==> src/rtl/vec_issue_seq_if.sv <==
// Purpose : control/handshake bundle between the vector issue sequencer and
//           the instruction decode / element datapath around it.
// Ports   : start, vlen, ack, alu_flags flow into the sequencer. busy, stall,
//           elem_valid, elem_idx, vrf_we, done, err, flags_acc flow out of it.
//           The master modport is the sequencer; the slave modport is the
//           decoder/ALU side that drives the request and element ack.
interface vec_issue_seq_if #(
    parameter int IDX_W  = 4,
    parameter int FLAG_W = 4
);
    // decode / element path -> sequencer
    logic              start;
    logic [IDX_W-1:0]  vlen;
    logic              ack;
    logic [FLAG_W-1:0] alu_flags;

    // sequencer -> PC, VRF, ALU, condition logic
    logic              busy;
    logic              stall;
    logic              elem_valid;
    logic [IDX_W-1:0]  elem_idx;
    logic              vrf_we;
    logic              done;
    logic              err;
    logic [FLAG_W-1:0] flags_acc;

    modport master (
        input  start, vlen, ack, alu_flags,
        output busy, stall, elem_valid, elem_idx, vrf_we, done, err, flags_acc
    );

    modport slave (
        output start, vlen, ack, alu_flags,
        input  busy, stall, elem_valid, elem_idx, vrf_we, done, err, flags_acc
    );
endinterface

==> src/rtl/vec_issue_seq.sv <==
// Purpose     : splits one vector instruction of length vlen into per-element
//               issues on the shared ALU/VALU path, writes one VRF lane per element
//               and folds the element flags into one {N,Z,C,V} result.
// Latency     : element k issued in cycle 1+2k, written in cycle 2+2k, done in
//               cycle 2*vlen+1 after the accepting cycle (ack tied high).
// Backpressure: an element waits in ISSUE for ack with no timeout; stall
//               holds the PC from the accepting cycle through DONE.
//
// Ports:
//   clk, reset   rising-edge clock, asynchronous active-high reset
//   bus.start    vector instruction present (only looked at while IDLE)
//   bus.vlen     element count, sampled with start; 0 completes at once,
//                above MAX_LEN is rejected with a one-cycle err pulse
//   bus.ack      element path has taken the current element this cycle
//   bus.alu_flags {N,Z,C,V} of the element being acked
//   bus.busy / stall / elem_valid / elem_idx / vrf_we / done / err / flags_acc
module vec_issue_seq #(
    parameter int MAX_LEN = 10,
    parameter int IDX_W   = 4,
    parameter int FLAG_W  = 4
) (
    input  logic              clk,
    input  logic              reset,
    vec_issue_seq_if.master   bus
);

    // FSM encoding kept as plain constants so older netlists/probes that
    // look at the raw state value still line up.
    localparam logic [1:0] ST_IDLE  = 2'd0;
    localparam logic [1:0] ST_ISSUE = 2'd1;
    localparam logic [1:0] ST_WB    = 2'd2;
    localparam logic [1:0] ST_DONE  = 2'd3;

    // Flag bit positions inside {N,Z,C,V}
    localparam int N_BIT = 3;
    localparam int Z_BIT = 2;
    localparam int C_BIT = 1;
    localparam int V_BIT = 0;

    // Z starts set so an all-zero vector reports Z; N/C/V start clear.
    localparam logic [FLAG_W-1:0] FLAGS_INIT = FLAG_W'(4'b0100);

    localparam logic [IDX_W-1:0] IDX_ONE  = IDX_W'(1);
    localparam logic [IDX_W-1:0] LEN_MAX  = IDX_W'(MAX_LEN);

    logic [1:0]        state;
    logic [IDX_W-1:0]  idx;
    logic [IDX_W-1:0]  len;
    logic [FLAG_W-1:0] elem_flags;   // flags of the element just acked
    logic [FLAG_W-1:0] flags_acc_q;
    logic              err_q;

    logic              in_idle;
    logic              vlen_zero;
    logic              vlen_over;
    logic              last_elem;
    logic [FLAG_W-1:0] flags_next;

    assign in_idle   = (state == ST_IDLE);
    assign vlen_zero = (bus.vlen == '0);
    assign vlen_over = (bus.vlen > LEN_MAX);
    // len is at least 1 whenever we are in WB, so len-1 never underflows here
    assign last_elem = (idx == (len - IDX_ONE));

    // Flag fold across elements: N follows the last element, Z survives only
    // if every element was zero, C and V are sticky.
    always_comb begin
        flags_next        = flags_acc_q;
        flags_next[N_BIT] = elem_flags[N_BIT];
        flags_next[Z_BIT] = flags_acc_q[Z_BIT] & elem_flags[Z_BIT];
        flags_next[C_BIT] = flags_acc_q[C_BIT] | elem_flags[C_BIT];
        flags_next[V_BIT] = flags_acc_q[V_BIT] | elem_flags[V_BIT];
    end

    always_ff @(posedge clk or posedge reset) begin
        if (reset) begin
            state       <= ST_IDLE;
            idx         <= '0;
            len         <= '0;
            elem_flags  <= '0;
            flags_acc_q <= FLAGS_INIT;
            err_q       <= 1'b0;
        end else begin
            err_q <= 1'b0;
            case (state)
                ST_IDLE: begin
                    if (bus.start) begin
                        if (vlen_over) begin
                            // Rejected: no state change, flags untouched.
                            err_q <= 1'b1;
                        end else if (vlen_zero) begin
                            idx         <= '0;
                            len         <= '0;
                            flags_acc_q <= FLAGS_INIT;
                            state       <= ST_DONE;
                        end else begin
                            idx         <= '0;
                            len         <= bus.vlen;
                            flags_acc_q <= FLAGS_INIT;
                            state       <= ST_ISSUE;
                        end
                    end
                end

                ST_ISSUE: begin
                    // Hold the element (and its index) until the path takes it.
                    if (bus.ack) begin
                        elem_flags <= bus.alu_flags;
                        state      <= ST_WB;
                    end
                end

                ST_WB: begin
                    flags_acc_q <= flags_next;
                    if (last_elem) begin
                        state <= ST_DONE;
                    end else begin
                        idx   <= idx + IDX_ONE;
                        state <= ST_ISSUE;
                    end
                end

                ST_DONE: begin
                    state <= ST_IDLE;
                end

                default: begin
                    state <= ST_IDLE;
                end
            endcase
        end
    end

    assign bus.busy       = !in_idle;
    // Raised combinationally in the accepting cycle so the PC does not step
    // past the vector instruction on that edge; covers vlen==0 too, since
    // that op still spends a cycle in DONE.
    assign bus.stall      = !in_idle || (bus.start && !vlen_over);
    assign bus.elem_valid = (state == ST_ISSUE);
    assign bus.vrf_we     = (state == ST_WB);
    assign bus.elem_idx   = idx;
    assign bus.done       = (state == ST_DONE);
    assign bus.err        = err_q;
    assign bus.flags_acc  = flags_acc_q;

endmodule
==> src/flat_wrapper.sv <==
// flat-port wrapper written by rule: the top's interface ports become plain ports
module vec_issue_seq_flat 
#(
    parameter int MAX_LEN = 10,
    parameter int IDX_W   = 4,
    parameter int FLAG_W  = 4
)
  (clk, reset, bus_start, bus_vlen, bus_ack, bus_alu_flags, bus_busy, bus_stall, bus_elem_valid, bus_elem_idx, bus_vrf_we, bus_done, bus_err, bus_flags_acc);
  vec_issue_seq_if #(.IDX_W(IDX_W), .FLAG_W(FLAG_W)) bus_i ();
  input  logic clk;
  input  logic reset;
  input wire logic [$bits(bus_i.start)-1:0] bus_start;
  input wire logic [$bits(bus_i.vlen)-1:0] bus_vlen;
  input wire logic [$bits(bus_i.ack)-1:0] bus_ack;
  input wire logic [$bits(bus_i.alu_flags)-1:0] bus_alu_flags;
  output wire logic [$bits(bus_i.busy)-1:0] bus_busy;
  output wire logic [$bits(bus_i.stall)-1:0] bus_stall;
  output wire logic [$bits(bus_i.elem_valid)-1:0] bus_elem_valid;
  output wire logic [$bits(bus_i.elem_idx)-1:0] bus_elem_idx;
  output wire logic [$bits(bus_i.vrf_we)-1:0] bus_vrf_we;
  output wire logic [$bits(bus_i.done)-1:0] bus_done;
  output wire logic [$bits(bus_i.err)-1:0] bus_err;
  output wire logic [$bits(bus_i.flags_acc)-1:0] bus_flags_acc;
  assign bus_i.start = bus_start;
  assign bus_i.vlen = bus_vlen;
  assign bus_i.ack = bus_ack;
  assign bus_i.alu_flags = bus_alu_flags;
  assign bus_busy = bus_i.busy;
  assign bus_stall = bus_i.stall;
  assign bus_elem_valid = bus_i.elem_valid;
  assign bus_elem_idx = bus_i.elem_idx;
  assign bus_vrf_we = bus_i.vrf_we;
  assign bus_done = bus_i.done;
  assign bus_err = bus_i.err;
  assign bus_flags_acc = bus_i.flags_acc;
  vec_issue_seq #(.MAX_LEN(MAX_LEN), .IDX_W(IDX_W), .FLAG_W(FLAG_W)) u_core (.clk(clk), .reset(reset), .bus(bus_i));
endmodule
==> config.mk <==
export PLATFORM = sky130hd
export DESIGN_NAME = vec_issue_seq_flat
export DESIGN_NICKNAME = d
export VERILOG_FILES = /design/src/rtl/vec_issue_seq_if.sv /design/src/rtl/vec_issue_seq.sv /design/src/flat_wrapper.sv
export SDC_FILE = /design/constraint.sdc
export NUM_CORES = 1
export LEC_CHECK = 0
export CORE_ASPECT_RATIO = 0.7
export CORE_MARGIN = 1.5
export CORE_UTILIZATION = 50
export DETAILED_ROUTE_END_ITERATION = 10
export GPL_TIMING_DRIVEN = 0
export HOLD_SLACK_MARGIN = 0.05
export PLACE_DENSITY = 0.92
export REMOVE_ABC_BUFFERS = 1
export SLEW_MARGIN = 0
export SYNTH_ARGS = -nofsm -noshare
export SYNTH_HDL_FRONTEND = slang
export SYNTH_SLANG_ARGS = --single-unit
==> constraint.sdc <==
create_clock -name clk -period 4.6 [get_ports clk]
set_input_delay 0.46 -clock clk [delete_from_list [all_inputs] [get_ports clk]]
set_output_delay 0.46 -clock clk [all_outputs]
set_load 0.02 [all_outputs]
==> impl_metrics.tcl <==
set metrics [dict create \
    status "complete, no violations" \
    ys_seq_elements 19 \
    drive_gt1_share_pct 13.3 \
    skew_ns 0.00309 \
    slew_headroom_pct 52.8 \
    insertedDiodeCount 0 \
    synth-simple-area-share_pct 12.7 \
    cap_violations 0 \
    area_growth_pct 27.9 \
    drc_errors 0 \
    crit_end "bus_stall" \
    num-fill-cells 154 \
    synth_compound_area_share_pct 13.7 \
    finalNetCount 128 \
    ys_types 33 \
    crit_required_ns 4.14 \
    fin_setup_tns_ns 0 \
    drv_slew 0 \
    synth_top_family_by_area "compound AO/OA/AOI/OAI gates" \
    numCtsBuffers 3 \
    cts_resized 0 \
    hold_buffers 0 \
    start_kind "input port" \
    ioPinCount 26 \
    avgSynthCellArea_um2 11.1 \
    final_hold_viol_count 0 \
    yosys.area_share.xor_xnor_pct 5.89 \
    muxShareOfSynthArea_pct 10.4 \
    netlist.area_leader.share_pct 46.1 \
    path_max_fanout 3 \
    seq_area_um2 477 \
    first_pass_iters 5 \
    netlist_instances 88 \
    layout_common_cells "25 x clkdlybuf4s50_1, 18 x dfrtp_1, 7 x inv_1" \
    final_area_um2 1250 \
    ff2ff_path_depth 6 \
    cts_setup_buffers 0 \
    placed_area_um2 1220 \
    end_kind "output port" \
    layout_commonest_cell "clkdlybuf4s50_1" \
    grt_pass1_wl_um 3300 \
    seq_area_frac_synth_pct 48.8 \
    setup-violations-final 0 \
    arrival_ns 2.17 \
    max_slew.worst_pin.slew_ns 0.707 \
    die_w_um 55.8 \
    vias_per_cell 5.62 \
    hp-class "reg2reg" \
    dieHeight_um 40.0 \
    grt_pass1_vias 727 \
    synthTopCellsByArea "dfrtp_1 46%, mux2_2 5.8%, mux2i_1 3.1%, o21ai_0 3.1%, dfstp_2 2.7%" \
    die_area_um2 2230 \
    ir_drop_v 0.000447 \
    core_area_um2 1850 \
    gp_congestion 0.752 \
    synth_fa_ha_area_share_pct 2.56 \
    clock_sinks 19 \
    max_freq_mhz 380 \
    antenna_found_initial 0 \
    p_leak_nw 0.570 \
    wl_per_cell_um 14.8 \
    start_util_pct 52.7 \
    path_class "in2out" \
    rsz0062_at_grt "false" \
    route.vias.total 759 \
    synth_top_area_cell "dfrtp_1" \
    rows 13 \
    clock_latency_ns 0.30 \
    period_share_pct 57.3 \
    cts_tree "yes" \
    yosys_warnings 0 \
    startpoint "bus_vlen[0]" \
    synthArstFlopShare_pct 100 \
    power_density_nw_per_um2 680 \
    finalCriticalPeriod_ns 2.63 \
    reg2reg_to "u_core.bus.elem_idx[1]" \
    clockBufferDepth 2 \
    multiInputGateArea_um2 442 \
    r2r-start "u_core.len[0]" \
    yosys_most_used_dff "dfrtp_1" \
    grt_max_degree 20 \
    dp_hpwl_um 1520 \
    layout.cells.non_filler 135 \
    drt_iter0_drc 21 \
    track_usage_pct 20.4 \
    drt-total-wl_um 1990 \
    ant_nets 0 \
    port_buffers 25 \
    h-tree-depth 1 \
    dp_cells 131 \
    synth_edf_count 0 \
    grt_overflow 0 \
    syn_area_um2 977 \
    regToRegSetupSlack_ns 2.85 \
    cts-root-buf "clkbuf_4" \
    clkTransAtPathRegs_ns 0.10 \
    p_total_w 0.000850 \
]
[synthesized netlist by cell type, drive strengths merged (2+ instances only)]
cell type   n
o21ai       7
mux2i       3
inv         7
ha          2
xnor2       2
a21o        2
xor2        2
a21oi       4
nor2b       2
mux2        6
buf         4
nor3        3
nand2       5
nand2b      2
nor2        6
dfrtp      18
[worst max-delay path, cell delays in order]
cell and delay, ns:
clkdlybuf4s50_1 0.51, a21o_1 0.19, nand2_1 0.12, a21oi_1 0.27, nand2_1 0.10, clkdlybuf4s50_1 0.54
[worst min path at each step]
| stage | start | to | slack, ns | cells past startpoint |
|---|---|---|---|---|
| 6_report | u_core.elem_flags[3] | u_core.elem_flags[3] | 0.52 | 1 |
| 4_1_cts | u_core.elem_flags[2] | u_core.elem_flags[2] | 0.52 | 1 |
| 3_5_place_dp | u_core.elem_flags[2] | u_core.elem_flags[2] | 0.49 | 1 |
| 5_1_grt | u_core.elem_flags[3] | u_core.elem_flags[3] | 0.54 | 1 |
| 3_3_place_gp | u_core.elem_flags[2] | u_core.bus.flags_acc[2] | 0.48 | 2 |
| 2_1_floorplan | reset | u_core.bus.elem_idx[0] | 0.41 | 1 |
[routing by layer]
layer | GRT usage [%] | vias to the layer above | share of wire (%)
met5 | 0 | - | 0
met4 | 7.14 | 0 | 1.4
met3 | 6.13 | 2 | 6.7
met2 | 39.3 | 33 | 49
met1 | 22.7 | 370 | 43
li1 | - | 354 | -
[stage by stage]
stage	worst slack (ns)	utilization, %	hold slack [ns]
global route	1.91	67.4	0.537
global placement	2.02	65.9	0.481
floorplan	3.00	-	0.410
CTS	1.98	67.4	0.518
detailed placement	1.99	65.9	0.494
finish	1.97	67.4	0.519
[cell families (layout without fill, tap and decap cells)]
family,count (synthesis),in the layout
AOI/OAI and AO/OA,19,19
xor gates and xnor gates,5,5
adders and majority gates,2,2
buffers and inverters,11,36
DFF,19,19
muxes,9,9
and+or+nand+nor,23,23
[area by class of cell]
class | count | share of cell area [%]
flip-flops and latches | 19 | 38.1
inverters | 7 | 2.10
clock inverters | 1 | 0.400
well taps | 22 | 2.20
repair buffers | 25 | 20.0
multi-input cells | 58 | 35.3
clock buffers | 3 | 1.80
[flip-flops by register name, summed over array words and instances (netlist names)]
| register | cells |
|---|---|
| u_core.state | 2 |
| u_core.len | 4 |
| u_core.bus.flags_acc | 4 |
| u_core.elem_flags | 4 |
| u_core.bus.err | 1 |
| u_core.bus.elem_idx | 4 |
[power by group]
| part | internal [W] | total [W] | leakage (nW) | switching, W |
|---|---|---|---|---|
| Combinational | 0.000230 | 0.000450 | 0.317 | 0.000220 |
| Sequential | 0.000243 | 0.000316 | 0.234 | 0.0000731 |
| Clock | 0.0000324 | 0.0000830 | 0.0177 | 0.0000506 |
| Total | 0.000506 | 0.000850 | 0.570 | 0.000344 |
Power figures use the tool's default switching activity.
